File: src/rtl/multi_trace_buffer.sv
// Purpose: captures one {PC, Instr, seq} trace entry per decode-state visit of the core into a register FIFO.
// Latency: an entry sampled at edge k is visible on the read port and in count right after edge k.
// Backpressure: the read port is valid/ready; when full, new events are dropped (WRAP=0) or overwrite the oldest (WRAP=1).
//
// Ports:
//   CLOCK, Reset             clock and asynchronous active-low reset
//   Estado, PC, Instr        core FSM state, program counter and instruction register
//   arm                      capture enable (level)
//   clear                    synchronous flush of contents, counters and sticky status
//   rd_valid/rd_ready        head-entry handshake; rd_pc/rd_instr/rd_seq carry the head entry (0 when empty)
//   count                    number of stored entries
//   overflow, drop_cnt       sticky loss flag and saturating count of lost entries
module multi_trace_buffer #(
  parameter int          DEPTH         = 16,
  parameter logic [3:0]  CAPTURE_STATE = 4'd1,
  parameter int          WRAP          = 0
) (
  input  logic                    CLOCK,
  input  logic                    Reset,
  input  logic [3:0]              Estado,
  input  logic [31:0]             PC,
  input  logic [31:0]             Instr,
  input  logic                    arm,
  input  logic                    clear,
  input  logic                    rd_ready,
  output logic                    rd_valid,
  output logic [31:0]             rd_pc,
  output logic [31:0]             rd_instr,
  output logic [15:0]             rd_seq,
  output logic [$clog2(DEPTH):0]  count,
  output logic                    overflow,
  output logic [15:0]             drop_cnt
);

  localparam int AW = $clog2(DEPTH);
  localparam int CW = AW + 1;
  localparam logic [CW-1:0] FULL_CNT = CW'(DEPTH);
  localparam logic [CW-1:0] CNT_ONE  = CW'(1);
  localparam logic [AW-1:0] PTR_ONE  = AW'(1);
  localparam bit            RING     = (WRAP != 0);

  typedef struct packed {
    logic [31:0] pc;
    logic [31:0] instr;
    logic [15:0] seq;
  } entry_t;

  entry_t          r_mem [DEPTH];
  logic [AW-1:0]   r_wr_ptr;
  logic [AW-1:0]   r_rd_ptr;
  logic [CW-1:0]   r_count;
  logic [3:0]      r_prev_estado;
  logic [15:0]     r_seq;
  logic [15:0]     r_drop_cnt;
  logic            r_overflow;

  logic            w_valid;
  logic            w_full;
  logic            w_cap;
  logic            w_pop;
  logic            w_wr;
  logic            w_lost;
  logic            w_ovw;
  entry_t          w_head;

  // Rising edge into the capture state gives exactly one event per decode visit.
  // clear masks both the event and any pop on the same edge.
  always_comb begin
    w_valid = (r_count != '0);
    w_full  = (r_count == FULL_CNT);
    w_cap   = arm && (Estado == CAPTURE_STATE) && (r_prev_estado != CAPTURE_STATE) && !clear;
    w_pop   = w_valid && rd_ready && !clear;
    // A simultaneous pop frees the slot, so a full buffer still accepts the entry.
    w_wr    = w_cap && (!w_full || w_pop || RING);
    w_lost  = w_cap && w_full && !w_pop;
    // Ring mode: overwriting the oldest entry drags the read pointer along.
    w_ovw   = w_lost && RING;
  end

  always_ff @(posedge CLOCK or negedge Reset) begin
    if (!Reset) begin
      r_prev_estado <= ~CAPTURE_STATE;
    end else begin
      r_prev_estado <= Estado;
    end
  end

  always_ff @(posedge CLOCK or negedge Reset) begin
    if (!Reset) begin
      r_wr_ptr   <= '0;
      r_rd_ptr   <= '0;
      r_count    <= '0;
      r_seq      <= '0;
      r_drop_cnt <= '0;
      r_overflow <= 1'b0;
    end else if (clear) begin
      r_wr_ptr   <= '0;
      r_rd_ptr   <= '0;
      r_count    <= '0;
      r_seq      <= '0;
      r_drop_cnt <= '0;
      r_overflow <= 1'b0;
    end else begin
      // Lost events still consume a sequence number so gaps reveal them downstream.
      if (w_cap) begin
        r_seq <= r_seq + 16'd1;
      end
      if (w_wr) begin
        r_wr_ptr <= r_wr_ptr + PTR_ONE;
      end
      if (w_pop || w_ovw) begin
        r_rd_ptr <= r_rd_ptr + PTR_ONE;
      end
      if (w_wr && !w_pop && !w_full) begin
        r_count <= r_count + CNT_ONE;
      end else if (w_pop && !w_wr) begin
        r_count <= r_count - CNT_ONE;
      end
      if (w_lost) begin
        r_overflow <= 1'b1;
        if (r_drop_cnt != 16'hFFFF) begin
          r_drop_cnt <= r_drop_cnt + 16'd1;
        end
      end
    end
  end

  // Storage is deliberately left without reset; count gates visibility.
  always_ff @(posedge CLOCK) begin
    if (w_wr) begin
      r_mem[r_wr_ptr] <= '{pc: PC, instr: Instr, seq: r_seq};
    end
  end

  // First-word fall-through read port, zeroed while empty.
  always_comb begin
    w_head   = r_mem[r_rd_ptr];
    rd_valid = w_valid;
    rd_pc    = w_valid ? w_head.pc    : 32'd0;
    rd_instr = w_valid ? w_head.instr : 32'd0;
    rd_seq   = w_valid ? w_head.seq   : 16'd0;
    count    = r_count;
    overflow = r_overflow;
    drop_cnt = r_drop_cnt;
  end

endmodule

File: config.mk
export PLATFORM = sky130hd
export DESIGN_NAME = multi_trace_buffer
export DESIGN_NICKNAME = d
export VERILOG_FILES = /design/src/rtl/multi_trace_buffer.sv
export SDC_FILE = /design/constraint.sdc
export NUM_CORES = 1
export LEC_CHECK = 0
export CORE_MARGIN = 3
export CORE_UTILIZATION = 50
export CTS_CLUSTER_DIAMETER = 80
export DETAILED_ROUTE_END_ITERATION = 8
export PLACE_DENSITY = 0.71
export RECOVER_POWER = 100
export SYNTH_ARGS = -nofsm -noshare
export SYNTH_HDL_FRONTEND = slang
export SYNTH_SLANG_ARGS = --single-unit
File: constraint.sdc
create_clock -name CLOCK -period 8.6 [get_ports CLOCK]
set_input_delay 2.15 -clock CLOCK [delete_from_list [all_inputs] [get_ports CLOCK]]
set_output_delay 2.15 -clock CLOCK [all_outputs]
set_load 0.03 [all_outputs]
# Word level (Yosys, flattened, before mapping)
# Memory sizes are Yosys's and may differ from the RTL's.
# Index checks and enable logic that the tools add are counted.
[word_totals] register_bits=50 latchBits=0 mem_bits_rw=1280 romBits=0 wordCells=61 memories=1
[op_classes] n_addsub=6 multipliers=0 div_mod_pow=0 order_cmp=0 n_eq_ne=4 n_shift=0 n_mux=19 bitwise=0 reduce_logical=24
[mem_list] memory="r_mem" depth=16 width=80 rd=1 rd_ports_with_merged_regs=0 write_ports=1 line_no="48" rtl="entry_t r_mem [DEPTH];"
[ops] cell="2-to-1 mux 16 bit" n=6
[ops] cell="2-to-1 mux 32 bit" n=2
[ops] cell="adder 16 x 1 -> 16 bit (second input constant)" n=2
[ops] cell="2-to-1 mux 4 bit" n=4
[ops] cell="!= test 16 bit (second input constant)" n=1
[ops] cell="2-to-1 mux 5 bit" n=3
[ops] cell="logical AND 1 bit" n=11
[ops] cell="nonzero test 2 bit" n=5
[ops] cell="adder 4 x 1 -> 4 bit (second input constant)" n=2
[ops] cell="adder 5 x 1 -> 5 bit (second input constant)" n=1
[ops] cell="== test 5 bit (second input constant)" n=1
[ops] cell="nonzero test 5 bit" n=1
[ops] cell="subtractor 5 x 1 -> 5 bit (second input constant)" n=1
[ops] cell="== test 4 x 1 -> 1 bit (second input constant)" n=1
[ops] cell="logical NOT 1 bit" n=4
[ops] cell="2-to-1 mux 1 bit" n=4
[ops] cell="!= test 4 x 1 -> 1 bit (second input constant)" n=1
[ops] cell="nonzero test 3 bit" n=1
[ops] cell="AND reduction 2 bit" n=1
[ops] cell="logical OR 1 bit" n=1

# Longest topological paths before layout
# Gate-level depths: netlist (run 1).
[depth] ltp_word=10 mapped_depth=10

# Worst setup path after synthesis (run 1)
# Ideal clock, no wire load.
[synth_path] kind="input-to-reg" start="in Estado[1]" end="mem r_mem[0][0] (netlist name) (enable)" setup_time_ns=0.715 arrival_time_ns=10.659 slack_ns=-2.774 cell_stages=5 n_path_buf=1 cell_sequence="nor3b_2 -> nand3_1 -> or3_1 -> buf_2 -> nor4_1"
[synth_via] elab_chain_len=7
[synth_lines] element="from (decl)" line_no="20" rtl="input logic [3:0] Estado,"
[synth_lines] element="== test 4 x 1 -> 1 bit" line_no="71" rtl="w_cap = arm && (Estado == CAPTURE_STATE) && (r_prev_estado != CAPTURE_STATE) && !clear;"
[synth_lines] element="logical AND 1 bit (3 in series)" line_no="71"
[synth_lines] element="logical AND 1 bit" line_no="74" rtl="w_wr = w_cap && (!w_full || w_pop || RING);"
[synth_lines] element="2-to-1 mux 1 bit" line_no="130" rtl="if (w_wr) begin"
[synth_lines] element="2-to-1 mux 1 bit (implied by the code)" line_no="131" rtl="r_mem[r_wr_ptr] <= '{pc: PC, instr: Instr, seq: r_seq};"
[synth_lines] element="to (decl)" line_no="48"
# No other way between the ends.

# Final worst setup path (run 1)
[layout_path] start="in Estado[1]" end="mem r_mem[14][57] (netlist name) (enable)"
# Same word-level chain as after synthesis.

==> results of run 1 <==
worst max path at each step:
| stage | start | endpoint | slack (ps) |
|---|---|---|---|
| floorplan | Estado[1] | r_mem[0][0] | -2770 |
| CTS | count[1] | rd_seq[15] | 2170 |
| finish | Estado[1] | r_mem[14][57] | 1350 |
| global route | r_rd_ptr[0] | rd_seq[11] | 970 |
| global placement | Estado[0] | r_mem[8][65] | 2440 |
| detailed placement | Estado[1] | r_mem[7][55] | 2180 |
registers in the layout (all words and copies together) (netlist names):
signal / count
r_mem: 1280
r_wr_ptr: 4
drop_cnt: 16
r_rd_ptr: 4
r_prev_estado: 4
overflow: 1
r_seq: 16
count: 5
cell families after synthesis:
kind of cell / count (synthesis)
buf+inv: 131
mux: 489
fa+ha+maj: 12
flops: 1330
simple gates: 152
compound gates: 99
xor+xnor: 32
where the power goes:
part	internal, µW	switching (µW)
Clock	3190	2360
Combinational	1230	1780
Sequential	7100	66.3
per-stage QoR:
| step | instance area [µm²] | setup WS [ps] | instances |
|---|---|---|---|
| finish | 58500 | 1350 | 3950 |
| CTS | 58700 | 2170 | 3942 |
| floorplan | 51000 | -2770 | 2245 |
| global placement | 54500 | 2440 | 3699 |
| global route | 58500 | 972 | 3942 |
| detailed placement | 54500 | 2180 | 3699 |
metal layers:
layer	up-vias	routed length [µm]	track usage
met5	-	8	0
met1	12700	44600	0.288
li1	9995	-	-
met4	2	2490	0.0597
met2	879	55700	0.347
met3	146	7340	0.0442
cell type report:
cell class,instances,area [µm²],share of cell area
sequential,1330,39700,0.679
tap,1357,1700,0.0290
timing repair buffer,216,2030,0.0347
clock buffer,185,3750,0.0641
inverter,12,45.0,0.000770
multi-input combinational,784,10800,0.185
clock inverter,58,438,0.00749
antenna,8,20.0,0.000342
critical path: stages:
cell           delay (ps)
dlygate4sd3_1         570
nor3b_1               520
nand3_1               490
nor3_1                340
nand3_1               170
nor2_1               2330
clkbuf_2              970
cell usage in the layout (no fill, tap or decap), drive strengths merged, types with 5 or more instances in the layout:
master	n
xnor2	21
nor3b	5
diode	8
nand3	20
and2	8
o22ai	80
clkbuf	211
edfxtp	1280
clkinv	42
xor2	11
nor2	44
mux2i	165
buf	17
mux4	320
ha	11
nand2	16
a21oi	10
nor3	12
clkdlybuf4s50	10
nand4	10
dlygate4sd3	163
inv	23
dfrtp	47
nor4	12
==> qor.yml, run 1 <==
ff2ff_setup_slack_ps: 3310
synthCells: 2245
yosysTopAreaCellShare: 0.753
critPathArrivalTime_ps: 7590
routed_wl_mm: 110
row_count: 116
yosys.area_share.simple: 0.0166
grt_pass1_vias: 24900
clock_latency_ps: 720
netlist_area_um2: 51000
gp_congestion: 0.778
grt_start_max_net_pins: 89
netlist_top_cells_area: "edfxtp_1 75%, mux4_2 14%, mux2i_1 3.2%"
dr.pass1.iters: 5
antenna_found_initial: 12
timing.fmax_mhz: 138
p_leak_uw: 0.0182
core_um2: 101000
ctsResizeCount: 0
yosysTopAreaCell: "edfxtp_1"
synth-adder-area-share: 0.00309
violations: "max-capacitance violations, max-slew violations"
drive_gt1_frac: 0.212
setup.worst_path.end_class: "flip-flop"
hold_depth: 2
status: "complete, but fails checks"
clock-sinks: 1330
initial_utilization: 0.507
finalSetupViolations: 0
synth_most_common_cell: "edfxtp_1"
die-width_um: 325
yosys_register_bits: 1330
synthFlopType: "edfxtp_1"
slew-limit-headroom: -1.15
layout.nets: 2565
cellPowerDensity_nw_per_um2: 269
h-tree-depth: 4
min_path_type: "reg -> reg"
synth-edff-count: 1280
fin_crit_sh: 0.843
path_class: "in -> reg"
areaGrowthSynthToFinish_pct: 14.6
cts_setup_buffers: 0
async_flop_share: 0.0376
hold_start: "overflow"
synth_xor_area_frac: 0.00549
grtUsageTotal: 0.210
first_iter_violations: 2472
tightestPinTransition_ps: 3210
postSynthAreaPerCell_um2: 22.7
num-fill-cells: 7114
cts_root_buffer: "clkbuf_16"
wl_per_cell_um: 27.9
ant_nets: 0
cp_data_required_time_ps: 8940
start_kind: "primary input"
fp.dieH_um: 325
maxSlewViolCount: 990
ctsHoldBuffers: 0
synth_top_family_by_area: "multiplexers"
setup_tns_ps: 0
synth_compound_area_frac: 0.0120
overflow: 0
yosysWarnings: 0
ir_drop_mv: 0.227
whs_ps: 543
vias: 23700
finalCriticalPeriod_ps: 7250
r2r-end: "r_mem[14][57]"
synth_cell_type_count: 44
port_buffers: 175
reg2reg_from: "r_prev_estado[3]"
cp_max_fo: 26
pin_count: 176
hold_violations: 0
cts_tree: "yes"
dieArea_um2: 106000
rsz0062_at_grt: "no"
yosysSeqAreaShare: 0.778
drcViolationCount: 0
grt_pass1_wl_mm: 165
synth_nets: 2330
numCtsBuffers: 136
post_synth_mux_area_share: 0.174
netlist_top_cells_count: "1280 x edfxtp_1, 320 x mux4_2, 165 x mux2i_1"
dpl.hpwl_mm: 61.9
vias_per_cell: 6.00
finalCoreUtilization: 0.581
clock_path_buffers: 3
drv_cap: 28
clock_skew_ps: 21.4
worst_r2r_path_depth: 6
clk_pin_slew_worst_paths_ps: 60
worstHoldEndpoint: "overflow"
total_power_uw: 15700
Power figures use the tool's default switching activity.
==> inputs of run 2 (changes only) <==
--- a/config.mk
+++ b/config.mk
@@ -9,7 +9,7 @@
 export CORE_UTILIZATION = 50
 export CTS_CLUSTER_DIAMETER = 80
 export DETAILED_ROUTE_END_ITERATION = 8
-export PLACE_DENSITY = 0.71
+export PLACE_DENSITY = 0.68
 export RECOVER_POWER = 100
 export SYNTH_ARGS = -nofsm -noshare
 export SYNTH_HDL_FRONTEND = slang
==> constraint.sdc (replaced) <==
create_clock -name CLOCK -period 7.3 [get_ports CLOCK]
set_input_delay 1.825 -clock CLOCK [delete_from_list [all_inputs] [get_ports CLOCK]]
set_output_delay 1.825 -clock CLOCK [all_outputs]
set_load 0.03 [all_outputs]
==> qor.yml, run 2 (synthesis gave the netlist of run 1 again) <==
total_power_uw: 18500
p_leak_uw: 0.0183
worst_r2r_path_depth: 7
violations: "max-capacitance violations, max-slew violations"
finalSetupViolations: 0
place_inst: 3707
crit_chain: "buf_4 > mux4_2 > mux2i_1 > o22ai_1 > dlygate4sd3_1"
vias: 23800
clk_pin_slew_worst_paths_ps: 60
layout.nets: 2572
drcViolationCount: 0
drive_gt1_frac: 0.219
numCtsBuffers: 135
cp_data_required_time_ps: 5480
grt_start_max_net_pins: 81
final_common_cell: "edfxtp_1"
path_class: "reg -> out"
clock_skew_ps: 24.1
largest_reg_flops: 1280
fin_crit_sh: 0.880
port_buffers: 175
cp_slowest_cell: "dfrtp_2"
grt_pass1_wl_mm: 162
clock_latency_ps: 720
finalCriticalPeriod_ps: 6430
dpl.hpwl_mm: 59.3
setup.worst_path.end_class: "output port"
rsz0062_at_grt: "no"
areaGrowthSynthToFinish_pct: 15.0
vias_per_cell: 6.02
min_path_type: "reg -> reg"
tightestPinTransition_ps: 2900
pin_count: 176
wl_per_cell_um: 27.1
setup_tns_ps: 0
ctsResizeCount: 0
r2r-end: "r_mem[6][63]"
final_cell_mix: "1280 x edfxtp_1, 320 x mux4_2, 165 x mux2i_1, 161 x dlygate4sd3_1, 138 x clkbuf_16"
fp.dieH_um: 325
grtUsageTotal: 0.205
cts_tree: "yes"
slew-limit-headroom: -0.933
finalCoreUtilization: 0.582
antenna_found_initial: 6
critPathArrivalTime_ps: 4600
ff2ff_setup_slack_ps: 2480
overflow: 0
dr.pass1.iters: 5
hold_depth: 2
clock-sinks: 1330
die-width_um: 325
critPathCapture: "rd_seq[1]"
cts_root_buffer: "clkbuf_16"
multiInputGateArea_um2: 10800
hold_violations: 0
first_iter_violations: 2315
regArea_um2: 39700
h-tree-depth: 4
status: "complete, but fails checks"
ir_drop_mv: 0.197
start_kind: "flip-flop"
reg2reg_from: "r_prev_estado[2]"
clock_path_buffers: 3
largest-register: "r_mem"
timing.fmax_mhz: 156
num-fill-cells: 7158
ctsHoldBuffers: 0
core_um2: 101000
stdcell_count: 3955
cp_max_fo: 41
drv_cap: 22
row_count: 116
initial_utilization: 0.507
cellPowerDensity_nw_per_um2: 315
routed_wl_mm: 107
max_stage_delay_ps: 1390
grt_pass1_vias: 25000
ant_nets: 0
dieArea_um2: 106000
crit_start: "r_rd_ptr[0]"
cts_setup_buffers: 0
maxSlewViolCount: 876
gp_congestion: 0.775
## run 2: worst max-delay path, delay by kind of cell (launching register included)
kind / cells / cell delay (ps)
flops: 1 / 1390
compound gates: 1 / 150
buf+inv: 2 / 1300
mux: 2 / 960
## run 2: layer usage
layer	global-route usage	wire (µm)	vias to the layer above
met1	0.298	45000	12700
li1	-	-	9998
met4	0.0592	2330	0
met5	0	0	-
met3	0.0456	8240	153
met2	0.318	51400	933
## run 2: stage by stage
| step | hold WS, ps | cell area [µm²] | setup slack [ps] |
|---|---|---|---|
| finish | 539 | 58700 | 875 |
| global route | 589 | 58700 | 572 |
| CTS | 549 | 58900 | 1300 |
| detailed placement | 536 | 54700 | 1700 |
| global placement | 508 | 54700 | 1770 |
| floorplan | 535 | 51100 | -366 |
## run 2: worst min-delay path by stage
stage | startpoint | to | slack [ps]
2_1_floorplan | r_rd_ptr[3] | r_rd_ptr[3] | 530
3_3_place_gp | overflow | overflow | 510
3_5_place_dp | overflow | overflow | 540
4_1_cts | overflow | overflow | 550
5_1_grt | overflow | overflow | 590
6_report | overflow | overflow | 540
## run 2: where the power goes
part / internal, µW / switching [µW]
combinational: 1490 / 2000
sequential: 8360 / 113
clock: 3730 / 2770
## run 2: cell type report
type / instances / area share
Clock inverter: 78 / 0.0108
Sequential cell: 1330 / 0.677
Timing Repair Buffer: 224 / 0.0380
Inverter: 12 / 0.000768
Tap cell: 1357 / 0.0289
Clock buffer: 164 / 0.0605
Multi-Input combinational cell: 784 / 0.184
Antenna cell: 6 / 0.000256
